### config.mk
export PLATFORM = sky130hd
export DESIGN_NAME = pe
export DESIGN_NICKNAME = d
export VERILOG_FILES = /design/src/rtl/pe.sv
export SDC_FILE = /design/constraint.sdc
export NUM_CORES = 1
export LEC_CHECK = 0
export ABC_CLOCK_PERIOD_IN_PS = 36900
export BUFFER_PORTS_ARGS = -buffer_cell sky130_fd_sc_hd__clkbuf_2
export CAP_MARGIN = 20
export CORE_AREA = 2 2 256 258
export CTS_CLUSTER_DIAMETER = 50
export DETAILED_ROUTE_END_ITERATION = 10
export DIE_AREA = 0 0 258 260
export HOLD_SLACK_MARGIN = 0.1
export PLACE_DENSITY_LB_ADDON = 0.05
export SLEW_MARGIN = 15
export SYNTH_ARGS = -nofsm -noshare
export SYNTH_HDL_FRONTEND = slang
export SYNTH_SLANG_ARGS = --single-unit
### constraint.sdc
create_clock -name Clk -period 36.9 [get_ports Clk]
set_clock_uncertainty 0.1 [all_clocks]
set_input_delay 3.69 -clock Clk [delete_from_list [all_inputs] [get_ports Clk]]
set_output_delay 3.69 -clock Clk [all_outputs]
set_load 0.005 [all_outputs]
### src/rtl/pe.sv
// Background-replacement processing element: a summing FSM that produces the
// per-channel floor mean of a packed pixel row, and an independent FSM that
// replaces pixels close to an expected colour with a programmable colour.
module pe #(
  parameter int NUM_PIXELS = 4
) (
  input  logic                    Clk,
  input  logic                    Ack,
  input  logic                    Reset,
  input  logic [7:0]              red_exp,
  input  logic [7:0]              green_exp,
  input  logic [7:0]              blue_exp,
  input  logic [7:0]              threshold,
  input  logic [7:0]              desired_bg_r,
  input  logic [7:0]              desired_bg_g,
  input  logic [7:0]              desired_bg_b,
  input  logic                    Start_Sum,
  input  logic                    Start_BgRemoval,
  input  logic [8*NUM_PIXELS-1:0] red_in,
  input  logic [8*NUM_PIXELS-1:0] green_in,
  input  logic [8*NUM_PIXELS-1:0] blue_in,
  output logic [8*NUM_PIXELS-1:0] red_out,
  output logic [8*NUM_PIXELS-1:0] green_out,
  output logic [8*NUM_PIXELS-1:0] blue_out,
  output logic                    Qi,
  output logic                    Qbgi,
  output logic                    Qbg,
  output logic                    Qbgd,
  output logic                    Qsi,
  output logic                    Qs,
  output logic                    Qsd,
  output logic [8*NUM_PIXELS-1:0] red_sum,
  output logic [8*NUM_PIXELS-1:0] green_sum,
  output logic [8*NUM_PIXELS-1:0] blue_sum
);

  localparam int DATA_W = 8;
  localparam int BUS_W  = DATA_W * NUM_PIXELS;
  localparam int ACC_W  = DATA_W + $clog2(NUM_PIXELS);
  localparam int IDX_W  = $clog2(NUM_PIXELS + 1);
  localparam logic [IDX_W-1:0] LAST_IDX = IDX_W'(NUM_PIXELS - 1);

  typedef enum logic [2:0] {
    S_INIT = 3'b001,
    S_RUN  = 3'b010,
    S_DONE = 3'b100
  } state_t;

  function automatic logic [DATA_W-1:0] pix_at(input logic [BUS_W-1:0] bus,
                                               input logic [IDX_W-1:0] idx);
    pix_at = '0;
    for (int i = 0; i < NUM_PIXELS; i++)
      if (idx == IDX_W'(i)) pix_at = bus[DATA_W*i +: DATA_W];
  endfunction

  function automatic logic [DATA_W-1:0] abs_diff(input logic [DATA_W-1:0] a,
                                                 input logic [DATA_W-1:0] b);
    logic signed [DATA_W:0] diff;
    diff = $signed({1'b0, a}) - $signed({1'b0, b});
    if (diff < 0) diff = -diff;
    return diff[DATA_W-1:0];
  endfunction

  function automatic logic [DATA_W-1:0] max3(input logic [DATA_W-1:0] a,
                                             input logic [DATA_W-1:0] b,
                                             input logic [DATA_W-1:0] c);
    logic [DATA_W-1:0] m;
    m = (a > b) ? a : b;
    return (m > c) ? m : c;
  endfunction

  function automatic logic [DATA_W-1:0] mean_of(input logic [ACC_W-1:0] acc);
    logic [ACC_W-1:0] q;
    q = acc / ACC_W'(NUM_PIXELS);
    return q[DATA_W-1:0];
  endfunction

  // ---------------- summing FSM ----------------
  state_t             sum_state;
  logic [IDX_W-1:0]   sum_idx;
  logic [BUS_W-1:0]   sum_r_lat, sum_g_lat, sum_b_lat;
  logic [ACC_W-1:0]   acc_r, acc_g, acc_b;
  logic [ACC_W-1:0]   acc_r_nxt, acc_g_nxt, acc_b_nxt;

  assign acc_r_nxt = acc_r + ACC_W'(pix_at(sum_r_lat, sum_idx));
  assign acc_g_nxt = acc_g + ACC_W'(pix_at(sum_g_lat, sum_idx));
  assign acc_b_nxt = acc_b + ACC_W'(pix_at(sum_b_lat, sum_idx));

  always_ff @(posedge Clk or posedge Reset) begin
    if (Reset) begin
      sum_state <= S_INIT;
      sum_idx   <= '0;
      sum_r_lat <= '0;
      sum_g_lat <= '0;
      sum_b_lat <= '0;
      acc_r     <= '0;
      acc_g     <= '0;
      acc_b     <= '0;
      red_sum   <= '0;
      green_sum <= '0;
      blue_sum  <= '0;
    end else begin
      case (sum_state)
        S_INIT: if (Start_Sum) begin
          sum_r_lat <= red_in;
          sum_g_lat <= green_in;
          sum_b_lat <= blue_in;
          acc_r     <= '0;
          acc_g     <= '0;
          acc_b     <= '0;
          sum_idx   <= '0;
          sum_state <= S_RUN;
        end
        S_RUN: begin
          acc_r   <= acc_r_nxt;
          acc_g   <= acc_g_nxt;
          acc_b   <= acc_b_nxt;
          sum_idx <= sum_idx + 1'b1;
          // The last addition feeds the mean directly so done lands one edge earlier.
          if (sum_idx == LAST_IDX) begin
            red_sum   <= BUS_W'(mean_of(acc_r_nxt));
            green_sum <= BUS_W'(mean_of(acc_g_nxt));
            blue_sum  <= BUS_W'(mean_of(acc_b_nxt));
            sum_state <= S_DONE;
          end
        end
        S_DONE: if (Ack) sum_state <= S_INIT;
        default: sum_state <= S_INIT;
      endcase
    end
  end

  assign Qsi = sum_state[0];
  assign Qs  = sum_state[1];
  assign Qsd = sum_state[2];

  // ---------------- background-removal FSM ----------------
  state_t             bg_state;
  logic [IDX_W-1:0]   bg_idx;
  logic [BUS_W-1:0]   bg_r_lat, bg_g_lat, bg_b_lat;
  logic [DATA_W-1:0]  bg_er, bg_eg, bg_eb, bg_thr, bg_dr, bg_dg, bg_db;
  logic [DATA_W-1:0]  bg_r_pix, bg_g_pix, bg_b_pix, bg_dist;
  logic               bg_hit;

  assign bg_r_pix = pix_at(bg_r_lat, bg_idx);
  assign bg_g_pix = pix_at(bg_g_lat, bg_idx);
  assign bg_b_pix = pix_at(bg_b_lat, bg_idx);
  assign bg_dist  = max3(abs_diff(bg_r_pix, bg_er), abs_diff(bg_g_pix, bg_eg),
                         abs_diff(bg_b_pix, bg_eb));
  assign bg_hit   = bg_dist < bg_thr;

  always_ff @(posedge Clk or posedge Reset) begin
    if (Reset) begin
      bg_state  <= S_INIT;
      bg_idx    <= '0;
      bg_r_lat  <= '0;
      bg_g_lat  <= '0;
      bg_b_lat  <= '0;
      bg_er     <= '0;
      bg_eg     <= '0;
      bg_eb     <= '0;
      bg_thr    <= '0;
      bg_dr     <= '0;
      bg_dg     <= '0;
      bg_db     <= '0;
      red_out   <= '0;
      green_out <= '0;
      blue_out  <= '0;
    end else begin
      case (bg_state)
        S_INIT: if (Start_BgRemoval) begin
          bg_r_lat <= red_in;
          bg_g_lat <= green_in;
          bg_b_lat <= blue_in;
          bg_er    <= red_exp;
          bg_eg    <= green_exp;
          bg_eb    <= blue_exp;
          bg_thr   <= threshold;
          bg_dr    <= desired_bg_r;
          bg_dg    <= desired_bg_g;
          bg_db    <= desired_bg_b;
          bg_idx   <= '0;
          bg_state <= S_RUN;
        end
        S_RUN: begin
          for (int i = 0; i < NUM_PIXELS; i++) begin
            if (bg_idx == IDX_W'(i)) begin
              red_out[DATA_W*i +: DATA_W]   <= bg_hit ? bg_dr : bg_r_pix;
              green_out[DATA_W*i +: DATA_W] <= bg_hit ? bg_dg : bg_g_pix;
              blue_out[DATA_W*i +: DATA_W]  <= bg_hit ? bg_db : bg_b_pix;
            end
          end
          bg_idx <= bg_idx + 1'b1;
          if (bg_idx == LAST_IDX) bg_state <= S_DONE;
        end
        S_DONE: if (Ack) bg_state <= S_INIT;
        default: bg_state <= S_INIT;
      endcase
    end
  end

  assign Qbgi = bg_state[0];
  assign Qbg  = bg_state[1];
  assign Qbgd = bg_state[2];
  assign Qi   = Qsi & Qbgi;

endmodule

==> results.ini, run 1 <==
[drt]
drtIter0Drc=1182
via_count=17330
dr.pass1.iters=5
post_drt_wl_per_cell_um=22.68
ant_nets=0
drt_wl_total_mm=74.57
vias_per_cell=5.269
drc=0

[setup_path]
setup.worst_path.class=reg2reg
worstPathBufferInverterCount=4
cp_data_required_time_ns=37.27
cp_top_family=compound AO/OA/AOI/OAI gates
cp.arrival_ns=11.74
r2r_setup_slack_ns=25.53
worst_path_most_repeated_cell=ha_1
worst_setup_path_end_kind=flip-flop
cp-start-kind=flip-flop
cp_slowest_cell=a21oi_1
path_max_fanout=119
crit_path_max_incr_delay_ns=0.74

[timing]
post-route-period-util_pct=30.82
finalHoldViolCount=0
relSlewSlack_pct=22.29
drv_slew=0
tns_ns=0
finalSetupViolCount=0
worstMarginPinSlew_ns=1.166
rsz0062_at_grt=no
clock.fmax_mhz=87.93
period_needed_ns=11.37

[run_status]
outcome=complete, no violations

[global_route]
grt_pass1_wl_mm=112.2
grt_pass1_vias=17520
grt_usage_pct=22.00
grt_overflow_total=0
grt_antenna_before_repair=2
grt_max_degree=120

[yosys]
synth_cell_types=67
ys_seq_area_share_pct=45.88
syn_area_mm2=0.02237
yosys_most_used_dff=dfrtp_1
async_flop_share_pct=100.0
ys_ff_latch=410
ys_warn_count=0
synth_cells=2126
synth_edf_count=0
avgSynthCellArea_um2=10.52

[die]
coreArea_mm2=0.06412
io_pins=356
die-width_um=258
start_util_pct=34.89
rows=93
die_height_um=260
dieArea_mm2=0.06708

[cells_and_area]
fin_nets=2628
n_fill_cell=6278
multi_input_area_mm2=0.01097
drive_gt1_share_pct=28.56
syn_to_final_growth_pct=19.03
seqCellArea_mm2=0.01026

[placement]
gp_congestion=0.8553
post-dp-hpwl_mm=51.78
port_buffers=283

[clock_tree]
path_clk_slew_ns=0.05
cts_tree=done
clock_path_buffers=3
htreeDepth=3
clkLatencyLatePin_ns=0.59
clock-root-buffer=clkbuf_16
cts_resized=0
holdBufCountCts=0
cts_buffers=68
cts_setup_buffers=0
cts.sinks=410

[hold_path]
hold_class=reg2reg

[run]
maxCapViolations=0

==> worst reg2reg max path: cells and delay by family, from the launching register on <==
family                   cells  cell delay [ns]
AND/OR/NAND/NOR             11             2.70
multiplexers                 1             0.31
XOR/XNOR                     1             0.37
buffers and inverters        4             1.31
flip-flops                   1             0.40
AO/OA/AOI/OAI               12             3.70
adder cells (fa/ha/maj)      7             2.34
==> sequential cells by signal, summed over array words and instances (netlist names), 32 cells and up <==
name and count:
green_out 32, sum_r_lat 32, bg_r_lat 32, sum_g_lat 32, bg_b_lat 32, bg_g_lat 32, blue_out 32, red_out 32
sum_b_lat 32
==> cell type report <==
type	count	share of cell area [%]
inverters	95	1.367
well taps	855	4.018
diodes	3	0.02819
clock buffers	83	6.827
repair buffers	319	6.376
flip-flops and latches	410	38.54
clock inverters	38	1.654
multi-input cells	1485	41.19
==> cell usage after synthesis, types with 16 or more instances <==
master / number / area [um2]
a21o_1: 16 / 120.1
buf_2: 23 / 115.1
a22oi_1: 24 / 180.2
mux2_2: 223 / 2511
nor3_1: 39 / 195.2
ha_1: 86 / 1076
nand3_1: 131 / 655.6
nor2_1: 73 / 274.0
xnor2_1: 28 / 245.2
clkbuf_1: 93 / 349.1
inv_1: 95 / 356.6
xor2_1: 24 / 210.2
nand2_1: 150 / 563.0
o21ai_0: 161 / 805.8
a21oi_1: 61 / 305.3
mux2i_1: 107 / 1071
o311ai_1: 97 / 849.6
a221oi_1: 25 / 219.0
buf_4: 72 / 540.5
dfrtp_1: 408 / 10210
==> logic make-up after synthesis <==
group / Yosys count / synth area share (%)
multiplexers: 330 / 16.01
adder cells (fa/ha/maj): 92 / 5.347
flip-flops: 410 / 45.88
AND/OR/NAND/NOR: 469 / 9.894
AO/OA/AOI/OAI: 470 / 14.06
other: 1 / 0.01676
XOR/XNOR: 52 / 2.036
buffers and inverters: 302 / 6.756
==> metrics by stage <==
stage,setup slack (ns),area (um2),utilization [%],hold WS (ns),cells
after detailed placement,25.37,24360,37.99,0.3705,3164
after global placement,25.51,24330,37.95,0.3676,3162
after floorplan,21.71,22640,-,0.3563,2197
after global routing,24.55,26630,41.53,0.4121,3287
after CTS,25.33,26620,41.51,0.3822,3285
final,25.53,26630,41.53,0.3781,3288
==> worst paths after layout <==
path	startpoint	end	cells after the start
setup / recovery	bg_idx[0]	blue_out[27]	36
hold / removal	red_sum[5]	red_sum[5]	2
setup reg to reg	bg_idx[0]	blue_out[27]	36
hold reg to reg	red_sum[5]	red_sum[5]	2
max in group asynchronous	Reset	sum_b_lat[5]	4
min in group asynchronous	Reset	sum_r_lat[4]	2
==> cells in the final DEF, fill, tap and decap left out, drive strengths merged, types with 5 or more instances in the layout <==
| cell | n |
|---|---|
| nor3b | 7 |
| dfrtp | 408 |
| clkinvlp | 10 |
| a22o | 7 |
| or2 | 9 |
| o21bai | 7 |
| xnor2 | 28 |
| a31oi | 6 |
| and3 | 9 |
| buf | 36 |
| o311ai | 97 |
| a21o | 16 |
| ha | 86 |
| nor2 | 74 |
| a21oi | 62 |
| and2 | 7 |
| nand2 | 150 |
| a22oi | 24 |
| a211oi | 17 |
| fa | 6 |
| nand3b | 5 |
| o22ai | 7 |
| inv | 104 |
| nand3 | 132 |
| mux2 | 223 |
| xor2 | 24 |
| clkbuf | 366 |
| conb | 72 |
| o21ai | 172 |
| nor2b | 9 |
| clkinv | 14 |
| mux2i | 107 |
| o21a | 10 |
| a221oi | 25 |
| nand2b | 12 |
| bufinv | 5 |
| nor3 | 39 |
==> per-layer routing <==
| metal | wire [um] | track usage (%) |
|---|---|---|
| met5 | 0 | 0 |
| met4 | 1596 | 5.893 |
| met3 | 3007 | 3.226 |
| met2 | 35540 | 35.63 |
| met1 | 34430 | 30.72 |
Power of run 1 is not shown: default switching activity piles up to over one toggle a cycle in this logic, so the estimate is an artifact.
==> run 2: changes to the inputs <==
- ABC_AREA: unset -> 1
- ABC_CLOCK_PERIOD_IN_PS: 36900 -> 11360
- CORE_AREA: 2 2 256 258 -> 2 2 250 252
- DIE_AREA: 0 0 258 260 -> 0 0 252 254
- clock period: 36.9 -> 11.36 ns (I/O delays scaled with it)
==> results.ini, run 2 <==
[yosys]
async_flop_share_pct=100.0
ys_warn_count=0
synth_cells=2599
synth_edf_count=0
avgSynthCellArea_um2=8.200
synth_common_cells=nand2_1 (771), dfrtp_1 (408), o21ai_0 (301)
synth_area_leaders=dfrtp_1 (48%), nand2_1 (14%), o21ai_0 (7.1%), inv_1 (5.1%), ha_1 (5.0%)
synth_cell_types=49
yosys_most_used_dff=dfrtp_1
yosys.area.top_type=dfrtp_1
ys_seq_area_share_pct=48.15
ys_ff_latch=410
netlist.area_leader.share_pct=47.90
synth.most_common_cell=nand2_1
syn_area_mm2=0.02131

[timing]
post-route-period-util_pct=79.02
clock.fmax_mhz=111.4
rsz0062_at_grt=no
relSlewSlack_pct=28.27
drv_slew=0
worstMarginPinSlew_ns=1.065
period_needed_ns=8.977
finalHoldViolCount=0
tns_ns=0
finalSetupViolCount=0

[global_route]
grt_pass1_wl_mm=104.7
grt_max_degree=167
grt_pass1_vias=17450
grt_usage_pct=21.30
grt_antenna_before_repair=0
grt_overflow_total=0

[setup_path]
cp_data_required_time_ns=11.80
cp-start-kind=flip-flop
worst_path_most_repeated_cell=nand2_1
path_max_fanout=25
r2r-end=green_out[7]
worst_setup_path_end_kind=flip-flop
crit_path_max_incr_delay_ns=0.73
r2r-start=bg_idx[1]
setup.worst_path.class=reg2reg
cp.arrival_ns=9.41
r2r_setup_slack_ns=2.38
cp_slowest_cell=nor2_2
reg2regPathDepth=44

[cells_and_area]
syn_to_final_growth_pct=18.01
drive_gt1_share_pct=15.80
n_fill_cell=6375
multi_input_area_mm2=0.009160
final_common_cell=nand2_1
fin_nets=3101
final_cell_mix=nand2_1 (770), dfrtp_1 (408), o21ai_0 (301)
seqCellArea_mm2=0.01026
num_antenna_cells=0

[die]
dieArea_mm2=0.06401
io_pins=356
die_height_um=254
rows=91
start_util_pct=34.79
die-width_um=252
coreArea_mm2=0.06126

[drt]
ant_nets=0
drt_wl_total_mm=68.55
via_count=17670
dr.pass1.iters=6
post_drt_wl_per_cell_um=18.61
drtIter0Drc=1212
drc=0
vias_per_cell=4.798

[hold_path]
worstHoldStart=blue_out[31]
worstHoldEndpoint=blue_out[31]
whs_path_depth=2
hold_class=reg2reg

[run_status]
outcome=complete, no violations

[clock_tree]
cts_resized=0
cts_buffers=58
holdBufCountCts=0
cts_setup_buffers=0
clock-root-buffer=clkbuf_16
htreeDepth=2
clkLatencyLatePin_ns=0.60
cts_tree=done
cts.sinks=410
clock_path_buffers=3
path_clk_slew_ns=0.05

[run]
maxCapViolations=0

[placement]
gp_congestion=0.8858
post-dp-hpwl_mm=49.91
port_buffers=283

==> run 2: how the worst max path moves through the flow <==
stage	start	end
6_report	bg_idx[1]	green_out[7]
5_1_grt	bg_idx[1]	red_out[15]
4_1_cts	bg_idx[0]	red_out[23]
3_5_place_dp	bg_idx[0]	red_out[23]
3_3_place_gp	bg_idx[0]	green_out[7]
2_1_floorplan	bg_idx[0]	blue_out[24]
==> run 2: cell type report <==
cell class | instances | share of cell area, %
Clock buffer | 72 | 6.218
Clock inverter | 29 | 1.572
Inverter | 300 | 4.502
Multi-Input combinational cell | 1775 | 36.42
Sequential cell | 410 | 40.80
Tap cell | 790 | 3.930
Timing Repair Buffer | 307 | 6.557
==> run 2: worst max-delay path, delay by kind of cell, from the launching register on <==
kind / cells / cell delay [ns]
flip-flops: 1 / 0.40
XOR/XNOR: 1 / 0.18
AO/OA/AOI/OAI: 5 / 1.19
adder cells (fa/ha/maj): 5 / 1.51
buffers and inverters: 8 / 1.86
AND/OR/NAND/NOR: 25 / 3.65
==> run 2: cell families after synthesis <==
logic type / share of synthesized area [%]
simple gates: 21.02
compound gates: 12.82
buf+inv: 10.25
flops: 48.15
fa+ha+maj: 5.612
xor+xnor: 2.137
other cells: 0.01759
==> run 2: metrics by stage <==
step           instance area, um2  setup slack, ns  utilization (%)  instances  hold WS [ns]
2_1_floorplan               21580            4.068                -       2670        0.3436
3_3_place_gp                23150            2.342            37.79       3580        0.3614
3_5_place_dp                23180            2.178            37.84       3581        0.3647
4_1_cts                     25140            2.136            41.04       3682        0.3799
5_1_grt                     25150            1.538            41.06       3683        0.3942
6_report                    25150            2.383            41.06       3683        0.3762
==> run 2: per-layer routing <==
metal  up-vias  wire, um  part of all wire, %  global-route usage, %
met4         0      1933                  2.8                  6.492
met2       427     30280                   44                  32.78
li1       8732         -                    -                      -
met5         -         0                    0                      0
met1      8418     32900                   48                  30.59
met3        93      3434                  5.0                  3.605
Power of run 2 is left out for the same reason.
